==> src/rtl/door_motor_actuator.sv <==
// rtl/door_motor_actuator.sv - sliding-door motor/sensor plant model; optional obstruction input via DOOR_OBSTRUCT_EN
module door_motor_actuator #(
    parameter int POS_W       = 8,
    parameter int OPEN_POS    = 200,
    parameter int STEP_DIV    = 4,
    parameter int HOLD_CYCLES = 16,
    parameter int DEAD_CYC    = 2
) (
    input  logic             clk,
    input  logic             rst,
    input  logic             mo,
    input  logic             mc,
    input  logic             ms,
`ifdef DOOR_OBSTRUCT_EN
    input  logic             obstruct,
    output logic             stalled,
`endif
    output logic [POS_W-1:0] position,
    output logic             door_opened,
    output logic             door_closed,
    output logic             timer_expired,
    output logic             moving,
    output logic             dir,
    output logic             fault
);
    localparam int PS_W   = (STEP_DIV > 1) ? $clog2(STEP_DIV) : 1;
    localparam int DC_W   = (DEAD_CYC > 1) ? $clog2(DEAD_CYC) : 1;
    localparam int HOLD_W = $clog2(HOLD_CYCLES + 1);

    localparam logic [POS_W-1:0]  OPEN_P    = POS_W'(OPEN_POS);
    localparam logic [PS_W-1:0]   STEP_LAST = PS_W'(STEP_DIV - 1);
    localparam logic [DC_W-1:0]   DEAD_LAST = DC_W'(DEAD_CYC - 1);
    localparam logic [HOLD_W-1:0] HOLD_FULL = HOLD_W'(HOLD_CYCLES);

    localparam logic [2:0] S_IDLE    = 3'd0;
    localparam logic [2:0] S_OPENING = 3'd1;
    localparam logic [2:0] S_CLOSING = 3'd2;
    localparam logic [2:0] S_DEAD    = 3'd3;
    localparam logic [2:0] S_FAULT   = 3'd4;

    logic [2:0]        state, state_n;
    logic [PS_W-1:0]   presc, presc_n;
    logic [DC_W-1:0]   dead_cnt, dead_n;
    logic [HOLD_W-1:0] hold_cnt;
    logic [POS_W-1:0]  pos_n;
    logic              dir_n;
    logic              blocked;
    logic              obstruct_i;

    logic cmd_open, cmd_close, cmd_ill;
    assign cmd_open  = mo & ~mc & ~ms;
    assign cmd_close = mc & ~mo & ~ms;
    assign cmd_ill   = mo & mc & ~ms;

`ifdef DOOR_OBSTRUCT_EN
    assign obstruct_i = obstruct;
`else
    assign obstruct_i = 1'b0;
`endif

    always_comb begin
        state_n = state;
        pos_n   = position;
        presc_n = presc;
        dead_n  = dead_cnt;
        dir_n   = dir;
        blocked = 1'b0;
        case (state)
            S_IDLE: begin
                if (cmd_ill) begin
                    state_n = S_FAULT;
                end else if (cmd_open && position != OPEN_P) begin
                    state_n = S_OPENING;
                    dir_n   = 1'b1;
                    presc_n = '0;
                end else if (cmd_close && position != '0) begin
                    state_n = S_CLOSING;
                    dir_n   = 1'b0;
                    presc_n = '0;
                end
            end
            S_OPENING: begin
                if (cmd_ill) begin
                    state_n = S_FAULT;
                end else if (cmd_open) begin
                    if (presc == STEP_LAST) begin
                        presc_n = '0;
                        pos_n   = position + 1'b1;
                        if (pos_n == OPEN_P) state_n = S_IDLE;
                    end else begin
                        presc_n = presc + 1'b1;
                    end
                end else if (cmd_close) begin
                    state_n = S_DEAD;
                    dead_n  = '0;
                    presc_n = '0;
                end else begin
                    state_n = S_IDLE;
                    presc_n = '0;
                end
            end
            S_CLOSING: begin
                if (cmd_ill) begin
                    state_n = S_FAULT;
                end else if (cmd_close) begin
                    // an obstruction freezes closing travel in place
                    if (obstruct_i) begin
                        blocked = 1'b1;
                    end else if (presc == STEP_LAST) begin
                        presc_n = '0;
                        pos_n   = position - 1'b1;
                        if (pos_n == '0) state_n = S_IDLE;
                    end else begin
                        presc_n = presc + 1'b1;
                    end
                end else if (cmd_open) begin
                    state_n = S_DEAD;
                    dead_n  = '0;
                    presc_n = '0;
                end else begin
                    state_n = S_IDLE;
                    presc_n = '0;
                end
            end
            S_DEAD: begin
                if (ms) begin
                    state_n = S_IDLE;
                end else if (cmd_ill) begin
                    state_n = S_FAULT;
                end else if (dead_cnt == DEAD_LAST) begin
                    state_n = S_IDLE;
                end else begin
                    dead_n = dead_cnt + 1'b1;
                end
            end
            default: ;
        endcase
    end

    always_ff @(posedge clk or posedge rst) begin
        if (rst) begin
            state         <= S_IDLE;
            position      <= '0;
            presc         <= '0;
            dead_cnt      <= '0;
            hold_cnt      <= '0;
            dir           <= 1'b0;
            door_opened   <= 1'b0;
            door_closed   <= 1'b1;
            timer_expired <= 1'b0;
            moving        <= 1'b0;
            fault         <= 1'b0;
        end else begin
            state       <= state_n;
            position    <= pos_n;
            presc       <= presc_n;
            dead_cnt    <= dead_n;
            dir         <= dir_n;
            door_opened <= (pos_n == OPEN_P);
            door_closed <= (pos_n == '0);
            moving      <= (state_n == S_OPENING) || (state_n == S_CLOSING);
            fault       <= (state_n == S_FAULT);
            // hold timer counts edges spent fully open, clearing as the door leaves
            if (pos_n != OPEN_P) begin
                hold_cnt      <= '0;
                timer_expired <= 1'b0;
            end else if (position == OPEN_P && hold_cnt != HOLD_FULL) begin
                hold_cnt <= hold_cnt + 1'b1;
                if (hold_cnt == HOLD_FULL - 1'b1) timer_expired <= 1'b1;
            end
        end
    end

`ifdef DOOR_OBSTRUCT_EN
    always_ff @(posedge clk or posedge rst) begin
        if (rst) stalled <= 1'b0;
        else     stalled <= blocked;
    end
`else
    logic unused_blocked;
    assign unused_blocked = blocked;
`endif

endmodule

==> config.mk <==
export PLATFORM = sky130hd
export DESIGN_NAME = door_motor_actuator
export DESIGN_NICKNAME = d
export VERILOG_FILES = /design/src/rtl/door_motor_actuator.sv
export SDC_FILE = /design/constraint.sdc
export NUM_CORES = 1
export LEC_CHECK = 0
export CORE_ASPECT_RATIO = 1.5
export CORE_UTILIZATION = 55
export DETAILED_ROUTE_END_ITERATION = 10
export PLACE_DENSITY = 0.86
export SETUP_SLACK_MARGIN = 0.05
export SLEW_MARGIN = 10
export SYNTH_ARGS = -nofsm -noshare
export SYNTH_HDL_FRONTEND = slang
export SYNTH_SLANG_ARGS = --single-unit
==> constraint.sdc <==
create_clock -name clk -period 3.56 [get_ports clk]
set_input_delay 1.068 -clock clk [delete_from_list [all_inputs] [get_ports clk]]
set_output_delay 1.068 -clock clk [all_outputs]
set_load 0.02 [all_outputs]
==> results of run 1 <==
-- critical path, cell delays in order --
cell             delay, ns
clkdlybuf4s50_1       0.64
buf_4                 0.21
nand2b_1              0.23
nor2_1                0.11
a221oi_1              0.60
buf_4                 0.23
o21ai_0               0.09
nor4_1                0.19
-- per-layer routing --
metal  up-vias  share of wire
met5         -              0
li1        932              -
met3        53          0.065
met1       954           0.35
met4         0          0.080
met2       121           0.50
-- cell families after synthesis --
| family | share of synthesized area |
|---|---|
| xor+xnor | 0.0211 |
| fa+ha+maj | 0.0421 |
| compound gates | 0.212 |
| flops | 0.301 |
| simple gates | 0.336 |
| buf+inv | 0.0674 |
| mux | 0.0205 |
-- synth_stat cells, types with 3 or more instances --
master | n | area, sq um
nor2_1 | 13 | 48.8
ha_1 | 7 | 87.6
o211ai_2 | 3 | 37.5
a21oi_1 | 3 | 15.0
nand2b_1 | 5 | 31.3
inv_1 | 12 | 45.0
a21boi_0 | 4 | 30.0
o211a_1 | 3 | 30.0
buf_6 | 3 | 33.8
nor2b_1 | 5 | 31.3
o22ai_1 | 4 | 25.0
or4_1 | 3 | 22.5
xnor2_1 | 4 | 35.0
dfrtp_1 | 24 | 601
clkbuf_1 | 12 | 45.0
nand2_1 | 14 | 52.6
nor3b_1 | 4 | 30.0
nor4_1 | 12 | 75.1
or3_1 | 5 | 31.3
or2_2 | 4 | 25.0
nor3_1 | 7 | 35.0
nand4_1 | 5 | 31.3
or4b_2 | 4 | 40.0
and3b_1 | 3 | 26.3
nand3_1 | 10 | 50.1
o21ai_0 | 12 | 60.1
-- registers in the layout (all words and copies together) (netlist names) --
signal         flops
dir                1
moving             1
position           8
door_opened        1
presc              2
state              3
door_closed        1
dead_cnt           1
timer_expired      1
hold_cnt           5
fault              1
-- power groups by stage --
stage	sequential [mW]	combinational (mW)	clock, mW
after floorplan	0.317	0.0580	0
after global placement	0.323	0.0814	0
after detailed placement	0.324	0.0847	0
after CTS	0.318	0.0849	0.182
after global routing	0.322	0.0922	0.188
final	0.320	0.0855	0.179
-- path summary, 6_finish.rpt --
path                                             from  cells after the start                 endpoint  slack (ns)
worst min-delay path             presc[1]$_DFFE_PP0P_                      1     presc[1]$_DFFE_PP0P_        0.52
worst max-delay path                               mc                      8  hold_cnt[0]$_DFFE_PP0P_        0.36
max in group asynchronous                         rst                      2    position[2]$_DFF_PP0_        1.67
worst min register to register   presc[1]$_DFFE_PP0P_                      1     presc[1]$_DFFE_PP0P_        0.52
min in group asynchronous                         rst                      2          dir$_DFFE_PP0P_        1.31
worst max register to register  position[0]$_DFF_PP0_                      7          fault$_DFF_PP0_        0.73
-- cell type report --
cell class              count  area share
clock buffers               3      0.0178
clock inverters             1     0.00324
inverters                  12      0.0194
multi-input cells         184       0.566
flip-flops and latches     25       0.270
well taps                  43      0.0232
repair buffers             25       0.100
-- per-stage QoR --
step	power, mW	std cells	utilization	setup slack (ns)
floorplan	0.375	239	-	0.798
global placement	0.404	289	0.622	0.166
CTS	0.585	293	0.636	0.395
finish	0.585	293	0.636	0.362
detailed placement	0.409	289	0.622	0.116
global route	0.602	293	0.636	0.118
==> run metrics, run 1 <==
Post-Syn Instances 239; Mapped Nets 251; IO Count 19; number of diodes 0; All-Layer GR Usage 0.295; period utilisation layout 0.898; Seq. cell area 627 sq um; Slew Limit Headroom 0.360; Ys Warns 0; CP startpoint kind input port; Site Rows 27; Syn Std Cell Area 2080 sq um; post-CTS sizing 0; Max clock buf depth 2; P_leak 0.891 nW; largest net degree at the start of global routing 26; final hold violations 0; grt met3 use 0.0298; CTS tree built; first-pass GRT wire length 9090 um; Placer Congestion 0.972; setup TNS 0 ns; nets 263; switching part of the total power 0.287; clk slew on worst S/H paths 0.09 ns; unrepaired setup endpoints after global routing no; most frequent cells in the layout dfrtp_1, clkdlybuf4s50_1, nand2_1; WL final 5520 um; most common cell after layout, fill and taps aside dfrtp_1; Starting DRT DRC Count 125; Cell Pwr Density 252 nW/um^2; CTS H-tree lvls 1; CP required 3.74 ns; Slew Viols, Final 0; clk_skew 0.00186 ns; Critical Path AT 3.38 ns; Hold Crit Class reg2reg; initial antenna violation count 0; core area 3650 sq um; Sink Count 25; Final Cell Area 2320 sq um; vias in the first global route 1957; Final Setup Violations 0; area delta synth->final 11.6%; total gr overflow 0; Most used DFF post-synth dfrtp_1; share of cells above drive strength 1 0.144; CP Class in2reg; drt wl/cell 18.8 um; post-synthesis cell type count 65; DRC viols 0; maxcap violations 0; cell internal pwr 0.417 mW; DR vias 2060; Yosys reg bits 25; worst-skew pair later-pin latency 0.28 ns; status finished, final reports clean; global route hottest layer met2; Fin Hold WS 0.519 ns; Gate power share 0.146; Max FO, Critical Path 8; met1 Use GR 0.337; sequential share of the synthesized area 0.301; clock network fraction of total power 0.306; CTS buffer count 3; Least-Margin Pin Slew 0.958 ns; I/O Buffers 18; Async SR Flop Fraction 1.00; DIE HEIGHT 77.3 um; hold-fix buffers at CTS 0; Via density 7.03; TritonRoute pass-1 iters 6; maximum VDD drop 0.184 mV; Psw 0.168 mW; met2 Usage GRT 0.492; clock root buffer clkbuf_8; Fmax 0.313 GHz; Flop pwr share 0.547; minimum clock period 3.20 ns; Antenna Nets Post-Route 0; Setup Buffers After CTS 0; hpwl dp 4060 um; number of synthesized flops with an enable pin 0; Avg Cell Area, Syn 8.70 sq um; die width 52.2 um; die area 4040 sq um; Starting Density 0.570; Layout fillers 311; area occupied by multi-input gates 1310 sq um; Placed Instance Area 2270 sq um; Worst setup EP type flop
No activity file was read; power rests on OpenSTA's default activity.
==> run 2: changes to the inputs <==
- CAP_MARGIN: not set -> 20
==> run metrics, run 2 (synthesis gave the netlist of run 1 again) <==
status finished, final reports clean; met3 wire length 398 um; area delta synth->final 12.9%; CTS H-tree lvls 1; CTS tree built; most common cell after layout, fill and taps aside dfrtp_1; Placer Congestion 0.972; P_leak 0.904 nW; Worst setup EP type flop; Worst Setup SP mc; Final WS setup 0.371 ns; Least-Margin Pin Slew 0.640 ns; initial antenna violation count 0; CP Capture Point hold_cnt[0]$_DFFE_PP0P_; clock network fraction of total power 0.303; Antenna Nets Post-Route 0; Max clock buf depth 2; share of cells above drive strength 1 0.147; Sink Count 25; crit-path cells clkdlybuf4s50_1, buf_4, nand2b_1, nor2_1, a221oi_1, buf_4, o21ai_0, nor4_1; post-CTS sizing 0; worst reg2reg endpoint door_closed$_DFF_PP1_; minimum clock period 3.19 ns; biggest regs position (8), hold_cnt (5), state (3); CP required 3.74 ns; DR vias 2097; vias in the first global route 1957; Max stage delay on crit path 0.63 ns; worst reg2reg setup slack 0.76 ns; DP Cell Count 289; Seq. cell area 627 sq um; area occupied by multi-input gates 1310 sq um; Flop pwr share 0.545; largest net degree at the start of global routing 26; Cell Pwr Density 250 nW/um^2; worst slack, placed 0.116 ns; die area 4040 sq um; final hold violations 0; setup TNS 0 ns; number of diodes 0; hpwl dp 4060 um; core area 3650 sq um; CP Class in2reg; Max FO, Critical Path 8; Reg with most FFs position; reg-to-reg critical path startpoint position[0]$_DFF_PP0_; total gr overflow 0; cell internal pwr 0.420 mW; first-pass GRT wire length 9090 um; Slew Viols, Final 0; max reg flops 8; Site Rows 27; Final Setup Violations 0; Layout fillers 308; maxcap violations 0; WL final 5530 um; clock root buffer clkbuf_8; Non-Filler Instances 294; switching part of the total power 0.284; period utilisation layout 0.896; clk_skew 0.00241 ns; CP most frequent cell buf_4; hold-fix buffers at CTS 0; Gate power share 0.152; nets 264; DRC viols 0; maximum VDD drop 0.192 mV; die width 52.2 um; All-Layer GR Usage 0.295; total power 0.586 mW; unrepaired setup endpoints after global routing no; DIE HEIGHT 77.3 um; met1 WL 1910 um; Starting DRT DRC Count 127; Starting Density 0.570; drt wl/cell 18.8 um; slowest CP cell clkdlybuf4s50_1; Psw 0.166 mW; Hold Crit Class reg2reg; Critical Path AT 3.36 ns; Slew Limit Headroom 0.574; I/O Buffers 18; CTS buffer count 3; Final Util 0.643; max layer used met4; R2R cell count 7; worst-skew pair later-pin latency 0.28 ns; TritonRoute pass-1 iters 6; Setup Buffers After CTS 0; IO Count 19; Fmax 0.314 GHz; Via density 7.13; met2 routed WL 2730 um; most frequent cells in the layout dfrtp_1, clkdlybuf4s50_1, nand2_1; CP startpoint kind input port; clk slew on worst S/H paths 0.09 ns
run 2: worst max-delay path: cells and delay by family:
family / cells / cell delay [ns]
AOI/OAI and AO/OA: 2 / 0.69
buffers and inverters: 3 / 1.07
and+or+nand+nor: 3 / 0.55
run 2: final cells by class:
class | count | share of cell area
clock buffer | 3 | 0.0176
inverter | 12 | 0.0192
timing repair buffer | 26 | 0.111
sequential | 25 | 0.267
tap | 43 | 0.0229
clock inverter | 1 | 0.00320
multi-input combinational | 184 | 0.559
run 2: power by group through the flow:
stage          logic (mW)  registers [mW]  clock network, mW
5_1_grt            0.0962           0.321              0.188
3_3_place_gp       0.0814           0.323                  0
6_report           0.0892           0.319              0.177
3_5_place_dp       0.0847           0.324                  0
4_1_cts            0.0849           0.318              0.182
2_1_floorplan      0.0580           0.317                  0
run 2: stage by stage:
stage	hold slack [ns]	cell area [sq um]
final	0.516	2350
after detailed placement	0.504	2270
after floorplan	0.470	2080
after global placement	0.482	2270
after global routing	0.548	2350
after CTS	0.527	2320
run 2: worst min path at each step:
stage / startpoint / to / slack, ns / depth (start not counted)
6_report: presc[1]$_DFFE_PP0P_ / presc[1]$_DFFE_PP0P_ / 0.52 / 1
4_1_cts: presc[1]$_DFFE_PP0P_ / presc[1]$_DFFE_PP0P_ / 0.53 / 1
3_5_place_dp: presc[1]$_DFFE_PP0P_ / presc[1]$_DFFE_PP0P_ / 0.50 / 1
2_1_floorplan: presc[1]$_DFFE_PP0P_ / presc[1]$_DFFE_PP0P_ / 0.47 / 1
5_1_grt: presc[1]$_DFFE_PP0P_ / presc[1]$_DFFE_PP0P_ / 0.55 / 1
3_3_place_gp: presc[1]$_DFFE_PP0P_ / presc[1]$_DFFE_PP0P_ / 0.48 / 1
run 2: layer usage:
layer | vias to the layer above | GRT usage
li1 | 940 | -
met1 | 979 | 0.337
met2 | 125 | 0.492
met3 | 53 | 0.0298
met4 | 0 | 0.208
met5 | - | 0
==> run 3: changes to the inputs <==
- CTS_CLUSTER_SIZE: not set -> 16
==> results of run 3 <==
Final layout, timing and power as in run 2 (identical DEF).
